$ cat src/rtl/lru_ctrl.sv
// Request/response front end for the 4-way L1 pseudo-LRU regfile (lrurf).
// Resolves hit way or PLRU victim, writes the update back, and keeps hit/miss stats.
module lru_ctrl #(
  parameter int INDEX_W     = 13,
  parameter int INIT_CYCLES = 2,
  parameter int CNT_W       = 16
) (
  input  logic               clk,
  input  logic               reset,
  input  logic               req_valid,
  output logic               req_ready,
  input  logic [INDEX_W-1:0] req_index,
  input  logic               req_hit,
  input  logic [3:0]         req_way,
  output logic               resp_valid,
  input  logic               resp_ready,
  output logic [3:0]         resp_way,
  output logic               resp_miss,
  output logic               resp_err,
  output logic [INDEX_W-1:0] lru_index,
  output logic [3:0]         lru_way,
  output logic               lru_wr,
  input  logic [2:0]         lru_q,
  output logic               lru_reset,
  output logic [CNT_W-1:0]   hit_cnt,
  output logic [CNT_W-1:0]   miss_cnt
);

  localparam int INIT_W = (INIT_CYCLES > 1) ? $clog2(INIT_CYCLES) : 1;

  typedef enum logic [1:0] {
    INIT   = 2'd0,
    IDLE   = 2'd1,
    LOOKUP = 2'd2,
    RESP   = 2'd3
  } state_t;

  state_t              r_state;
  logic [INIT_W-1:0]   r_initCnt;
  logic [INDEX_W-1:0]  r_index;
  logic                r_hit;
  logic [3:0]          r_way;
  logic                r_respValid;
  logic [3:0]          r_respWay;
  logic                r_respMiss;
  logic                r_respErr;
  logic [CNT_W-1:0]    r_hitCnt;
  logic [CNT_W-1:0]    r_missCnt;

  logic                w_oneHot;
  logic                w_validHit;
  logic [3:0]          w_victim;
  logic [3:0]          w_sel;
  logic                w_inLookup;

  assign w_oneHot   = (r_way != 4'd0) && ((r_way & (r_way - 4'd1)) == 4'd0);
  assign w_validHit = r_hit & w_oneHot;
  assign w_inLookup = (r_state == LOOKUP);

  // Tree PLRU: bit 2 picks the half, bit 1 picks within ways 2/3, bit 0 within ways 0/1.
  always_comb begin
    w_victim = 4'b0001;
    case (lru_q)
      3'b000, 3'b001: w_victim = 4'b1000;
      3'b010, 3'b011: w_victim = 4'b0100;
      3'b100, 3'b110: w_victim = 4'b0010;
      default:        w_victim = 4'b0001;
    endcase
  end

  assign w_sel = w_validHit ? r_way : w_victim;

  always_comb begin
    req_ready = 1'b0;
    case (r_state)
      IDLE:    req_ready = 1'b1;
      RESP:    req_ready = resp_ready;
      default: req_ready = 1'b0;
    endcase
  end

  assign lru_reset  = reset | (r_state == INIT);
  assign lru_index  = r_index;
  assign lru_wr     = w_inLookup;
  assign lru_way    = w_inLookup ? w_sel : 4'd0;

  assign resp_valid = r_respValid;
  assign resp_way   = r_respWay;
  assign resp_miss  = r_respMiss;
  assign resp_err   = r_respErr;
  assign hit_cnt    = r_hitCnt;
  assign miss_cnt   = r_missCnt;

  always_ff @(posedge clk or posedge reset) begin
    if (reset) begin
      r_state     <= INIT;
      r_initCnt   <= '0;
      r_index     <= '0;
      r_hit       <= 1'b0;
      r_way       <= 4'd0;
      r_respValid <= 1'b0;
      r_respWay   <= 4'd0;
      r_respMiss  <= 1'b0;
      r_respErr   <= 1'b0;
      r_hitCnt    <= '0;
      r_missCnt   <= '0;
    end else begin
      case (r_state)
        INIT: begin
          if (r_initCnt == INIT_W'(INIT_CYCLES - 1)) begin
            r_state <= IDLE;
          end else begin
            r_initCnt <= r_initCnt + INIT_W'(1);
          end
        end
        IDLE: begin
          if (req_valid) begin
            r_index <= req_index;
            r_hit   <= req_hit;
            r_way   <= req_way;
            r_state <= LOOKUP;
          end
        end
        LOOKUP: begin
          r_respValid <= 1'b1;
          r_respWay   <= w_sel;
          r_respMiss  <= ~w_validHit;
          r_respErr   <= r_hit & ~w_oneHot;
          if (w_validHit) begin
            if (r_hitCnt != '1) r_hitCnt <= r_hitCnt + CNT_W'(1);
          end else begin
            if (r_missCnt != '1) r_missCnt <= r_missCnt + CNT_W'(1);
          end
          r_state <= RESP;
        end
        RESP: begin
          if (resp_ready) begin
            r_respValid <= 1'b0;
            // A waiting request is taken in the same edge so throughput stays one per two cycles.
            if (req_valid) begin
              r_index <= req_index;
              r_hit   <= req_hit;
              r_way   <= req_way;
              r_state <= LOOKUP;
            end else begin
              r_state <= IDLE;
            end
          end
        end
        default: r_state <= INIT;
      endcase
    end
  end

endmodule

$ cat config.mk
export PLATFORM = sky130hd
export DESIGN_NAME = lru_ctrl
export DESIGN_NICKNAME = d
export VERILOG_FILES = /design/src/rtl/lru_ctrl.sv
export SDC_FILE = /design/constraint.sdc
export NUM_CORES = 1
export LEC_CHECK = 0
export ABC_AREA = 1
export CAP_MARGIN = 20
export CORE_ASPECT_RATIO = 0.75
export CORE_MARGIN = 2
export CORE_UTILIZATION = 45
export CTS_BUF_LIST = sky130_fd_sc_hd__clkbuf_4 sky130_fd_sc_hd__clkbuf_8 sky130_fd_sc_hd__clkbuf_16
export DETAILED_ROUTE_END_ITERATION = 8
export MAX_ROUTING_LAYER = met4
export PLACE_DENSITY = 0.8
export SYNTH_ARGS = -nofsm -noshare
export SYNTH_HDL_FRONTEND = slang
export SYNTH_SLANG_ARGS = --single-unit
$ cat constraint.sdc
create_clock -name clk -period 2.4 [get_ports clk]
set_input_delay 0.48 -clock clk [delete_from_list [all_inputs] [get_ports clk]]
set_output_delay 0.48 -clock clk [all_outputs]
set_load 0.05 [all_outputs]
; Word level (Yosys, flattened, before mapping)
; Index checks and enable logic that the tools add are counted.
[op_classes]
mux = 21
add_sub_neg = 4
bitwise = 6
n_reduce_logical = 15
eq_ne = 13
[op_table]
columns = operator, n
row1 = $add 16x1->16 const B, 2
row2 = $ne 16x16->1 const B, 2
row3 = $mux 13, 2
row4 = $pmux 13 s2, 1
row5 = $mux 4, 4
row6 = $pmux 4 s3, 1
row7 = $reduce_and 3->1, 3
row8 = $mux 2, 4
row9 = $pmux 2 s4, 1
row10 = $pmux 4 s2, 1
row11 = $eq 3x2->1 const B, 2
row12 = $eq 3x3->1 const B, 2
row13 = $ne 2x2->1 const B, 3
row14 = $pmux 1 s2, 3
row15 = $reduce_or 2->1, 3
row16 = $and 4x4->4, 1
row17 = $eq 2x2->1 const B, 2
row18 = $logic_not 4->1, 1
row19 = $mux 1, 4
row20 = $reduce_and 2->1, 2
row21 = $reduce_bool 2->1, 2
row22 = $reduce_bool 4->1, 1
row23 = $sub 4x1->4 const B, 1
row24 = $eq 3x1->1 const B, 1
row25 = other kinds (8), 10
[word_totals]
ff_bits = 60
out_inout_bits = 59
word_cells = 70
inputBits = 25

; Depth between registers and ports, before layout
[depth]
ltp_word = 7
ltp_mapped = 11
mapped_depth_nobuf = 10

; Least setup slack after synthesis
; Ideal clock, no wire load.
[synth_timing]
path_type = input -> output
start = input port reset
end = output port lru_reset
slack_ns = -0.533
n_path_buf = 0
stages = 2
t_required_ns = 1.920
arrival_ns = 2.453
path_cell_list = inv_1 nand2_1
[synth_via]
elab_chain_cells = 1
[synth_rtl]
columns = item, line_no
row1 = from (decl), 9  ; input logic reset,
row2 = $or 1x1->1, 82  ; assign lru_reset = reset | (r_state == INIT);
row3 = to (decl), 24  ; output logic lru_reset,
; No other way between the ends.

; Final worst setup path
[layout_timing]
start = register r_way[0]
end = output port lru_way[0]
[layout_via]
elab_chain_cells = 7
word_cells_on_any_way = 8
cone_classes = add/sub: 1 / mux: 2 / bitwise: 2 / reduce/logical: 3
[layout_rtl]
columns = item, line_no
row1 = from (decl), 42  ; logic [3:0] r_way;
row2 = from (signal assigned), 120  ; r_way <= req_way;
row3 = from (signal assigned), 143  ; r_way <= req_way;
row4 = $sub 4x1->4, 56  ; assign w_oneHot = (r_way != 4'd0) && ((r_way & (r_way - 4'd1)) == 4'd0);
row5 = $and 4x4->4, 56
row6 = $logic_not 4->1, 56
row7 = $logic_and 1x1->1, 56
row8 = $and 1x1->1, 57  ; assign w_validHit = r_hit & w_oneHot;
row9 = $mux 4 *, 71  ; assign w_sel = w_validHit ? r_way : w_victim;
row10 = $mux 4 *, 85  ; assign lru_way = w_inLookup ? w_sel : 4'd0;
row11 = to (decl), 21  ; output logic [3:0] lru_way,
; Mark *: on every way between the ends. The rest lies on a longest branch, timed or not.

==> flow_summary.yaml <==
detailed_routing:
  routed_via_density: 4.958
  wire_per_inst_um: 12.92
  via_count: 2950
  postRouteWirelength_mm: 7.685
  drcViolationCount: 0
  drt.antenna.violating_nets: 0
  detail_route.first_pass.iterations: 5
  dr.first_iter.drc_count: 116
synthesis:
  synth_area_leaders: "sky130_fd_sc_hd__dfrtp_1, sky130_fd_sc_hd__nand2_1, sky130_fd_sc_hd__nor2_1"
  syn-cell-area_sq_mm: 0.003243
  synthCells: 403
  synth_common_cells: "sky130_fd_sc_hd__nand2_1, sky130_fd_sc_hd__dfrtp_1, sky130_fd_sc_hd__nor2_1, sky130_fd_sc_hd__inv_1, sky130_fd_sc_hd__nand3_1"
  yosys_most_used_dff: "sky130_fd_sc_hd__dfrtp_1"
  yosysMostFrequentCell: "sky130_fd_sc_hd__nand2_1"
  synth_top_area_share_pct: 46.30
  syn_nets: 430
  synth-async-reset-ratio_pct: 100.0
  library_cells_used_by_synthesis: 36
  number_of_register_bits_inferred_by_synthesis: 60
  synth.avg_cell_area_sq_um: 8.047
  yosysTopAreaCell: "sky130_fd_sc_hd__dfrtp_1"
  number_of_warning_messages_in_the_yosys_log: 0
  synth_seq_area_share_pct: 46.30
  edff_count_synth: 0
timing:
  slew_violations: 0
  worst_slew_pin_slew_ps: 759.3
  final_min_period_over_clock_period_pct: 92.53
  final_critical_path_setup_slack_ps: 179.2
  max_freq_mhz: 450.3
  setup_viol_count_final: 0
  rsz_0062_raised_after_global_routing: "false"
  finalWorstPathRequiredPeriod_ps: 2221
  max-slew-margin-rel_pct: 49.38
  setup_tns_ps: 0
  hold_viol_final: 0
  fin_worst_skew_ps: 5.649
power_and_ir_drop:
  vdd_drop_max_uv: 756.4
  power.leakage_uw: 0.002023
  final_power_uw: 4580
  power.density_cell_area_mw_per_mm2: 1031
final_layout:
  final_nets: 518
  area_delta_synth_final_pct: 36.96
  proportion_of_layout_cells_with_a_drive_suffix_above_1_pct: 11.09
  post-route-cell-area_sq_mm: 0.004442
  finalCoreUtilization_pct: 64.40
place:
  hpwlAfterDp_mm: 5.547
  io_buffer_count: 83
  placedInstanceArea_sq_mm: 0.004214
  place_ws_ps: 175.1
  routabilityCongestion: 0.8717
floorplanning:
  floorplan.io_pins: 84
  floorplan.initialDensity_pct: 47.02
  dieHeight_um: 77.52
  dieArea_sq_mm: 0.007909
  placeableCoreArea_sq_mm: 0.006897
  die_width_um: 102.0
  placementRows: 26
global_route:
  maximum_number_of_pins_on_one_net_before_global_route_repair: 61
  grt_antenna_before_repair: 0
  grt_use_total_pct: 21.76
  global_route_wire_length_before_repair_mm: 13.43
  gr-total-overflow: 0
  grt_pass1_vias: 2976
run_status:
  outcome: "completed"
clocking:
  clk_root_buffer_cell: "sky130_fd_sc_hd__clkbuf_8"
  clkSinkCount: 60
  post_cts_resize_count: 0
  h-tree-depth: 3
  postCtsHoldBufs: 0
  path_clk_slew_ps: 70
  post-cts-setup-buffers: 0
  ctsLongestPathBuffers: 2
  clock_insertion_delay_worst_skew_ps: 330
  cts-buffers-inserted: 9
  tritoncts: "built"
critical_path:
  cp_num_buf_inv: 2
  worst-setup-path-type: "reg2out"
  critical_path.most_common_cell: "sky130_fd_sc_hd__nand2_1"
  critical_path_required_ps: 1920
  regToRegStartpoint: "miss_cnt[0]"
  critical_path.startpoint: "r_way[0]"
  critical_path_arrival_ps: 1740
  max_stage_delay_ps: 410
  critical_path.cell_chain: "inv_2, nand2_1, nand2_1, nand3_2, nand4_1, nand2_1, buf_12"
  crit_path_max_delay_family: "simple AND/OR/NAND/NOR gates"
  kind_of_end_point_of_the_critical_path: "primary output"
  worst-path-max-fanout: 10
  worst_path_max_delay_cell: "sky130_fd_sc_hd__dfrtp_1"
  critical_path.startpoint_type: "register"
run:
  max-cap-violations: 0
min_path:
  worst_hold_path_type: "reg2reg"
  worst_hold_startpoint: "r_initCnt"
## final timing paths
| check | end | slack [ps] | depth (start not counted) |
|---|---|---|---|
| max reg2reg | miss_cnt[7] | 520 | 10 |
| max in group asynchronous | lru_index[11] | 1100 | 3 |
| max | lru_way[0] | 180 | 7 |
| min in group asynchronous | resp_way[1] | 800 | 3 |
| min reg2reg | r_initCnt | 450 | 2 |
| min | r_initCnt | 450 | 2 |
## cells in the final DEF (no fill, tap or decap), types with 3 or more instances in the layout
master and instances:
sky130_fd_sc_hd__mux2_2 3, sky130_fd_sc_hd__o21ai_0 3, sky130_fd_sc_hd__o21ai_1 5, sky130_fd_sc_hd__buf_12 6, sky130_fd_sc_hd__xor2_1 8, sky130_fd_sc_hd__nand3_1 22, sky130_fd_sc_hd__clkdlybuf4s50_1 76, sky130_fd_sc_hd__xnor2_1 9
sky130_fd_sc_hd__nand4_1 14, sky130_fd_sc_hd__clkbuf_8 10, sky130_fd_sc_hd__clkinvlp_4 4, sky130_fd_sc_hd__nor2_1 33, sky130_fd_sc_hd__inv_2 9, sky130_fd_sc_hd__inv_1 28, sky130_fd_sc_hd__dfrtp_1 60, sky130_fd_sc_hd__mux2_1 10
sky130_fd_sc_hd__nand2_1 154, sky130_fd_sc_hd__a21oi_1 5, sky130_fd_sc_hd__nand2_2 4, sky130_fd_sc_hd__buf_4 3
## power breakdown
group          switching (uW)  leakage (uW)  total (uW)  internal [uW]
Combinational            1350       0.00116        2060            706
Clock                     412      0.000105        1020            610
Sequential                234      0.000763        1500           1260
## cell type report
| class | instances | area (sq um) |
|---|---|---|
| Sequential cell | 60 | 1501 |
| Clock inverter | 6 | 87.58 |
| Inverter | 39 | 150.1 |
| Tap cell | 98 | 122.6 |
| Clock buffer | 10 | 137.6 |
| Multi-Input combinational cell | 296 | 1536 |
| Timing Repair Buffer | 85 | 903.4 |
| Fill cell | 610 | 2455 |
| Antenna cell | 1 | 2.502 |
## registers in the layout (all words and copies together), names as in the netlist, 2 cells and up
name	count
miss_cnt	16
resp_way	4
lru_index	13
hit_cnt	16
r_way	4
r_state	2
## per-layer routing
| metal | global-route usage, % | wire, um | up-vias |
|---|---|---|---|
| li1 | - | - | 1453 |
| met4 | 6.267 | 78 | 0 |
| met3 | 6.126 | 479 | 11 |
| met2 | 32.63 | 3655 | 95 |
| met1 | 28.99 | 3471 | 1391 |
| met5 | - | 0 | - |
## cell families (layout without fill, tap and decap cells)
| logic type | count (synthesis) | in the layout | synth area share (%) |
|---|---|---|---|
| other | 0 | 1 | 0 |
| buffers and inverters | 47 | 140 | 6.404 |
| multiplexers | 13 | 13 | 4.514 |
| AND/OR/NAND/NOR | 245 | 245 | 33.99 |
| flip-flops | 60 | 60 | 46.30 |
| XOR/XNOR | 17 | 17 | 4.591 |
| adder cells (fa/ha/maj) | 2 | 2 | 0.7715 |
| AO/OA/AOI/OAI | 19 | 19 | 3.434 |
## per-stage QoR
step                hold WS [ps]  instances
floorplan                  421.6        403
global placement           437.8        578
detailed placement         437.8        578
CTS                        455.1        594
global route               470.6        594
finish                     449.9        595
## worst min-delay path, cell delays in order (launching register included)
cell	delay (ps)
sky130_fd_sc_hd__dfrtp_1	320
sky130_fd_sc_hd__inv_1	40
sky130_fd_sc_hd__nand2_1	50
(Power assumes the default switching activity.)
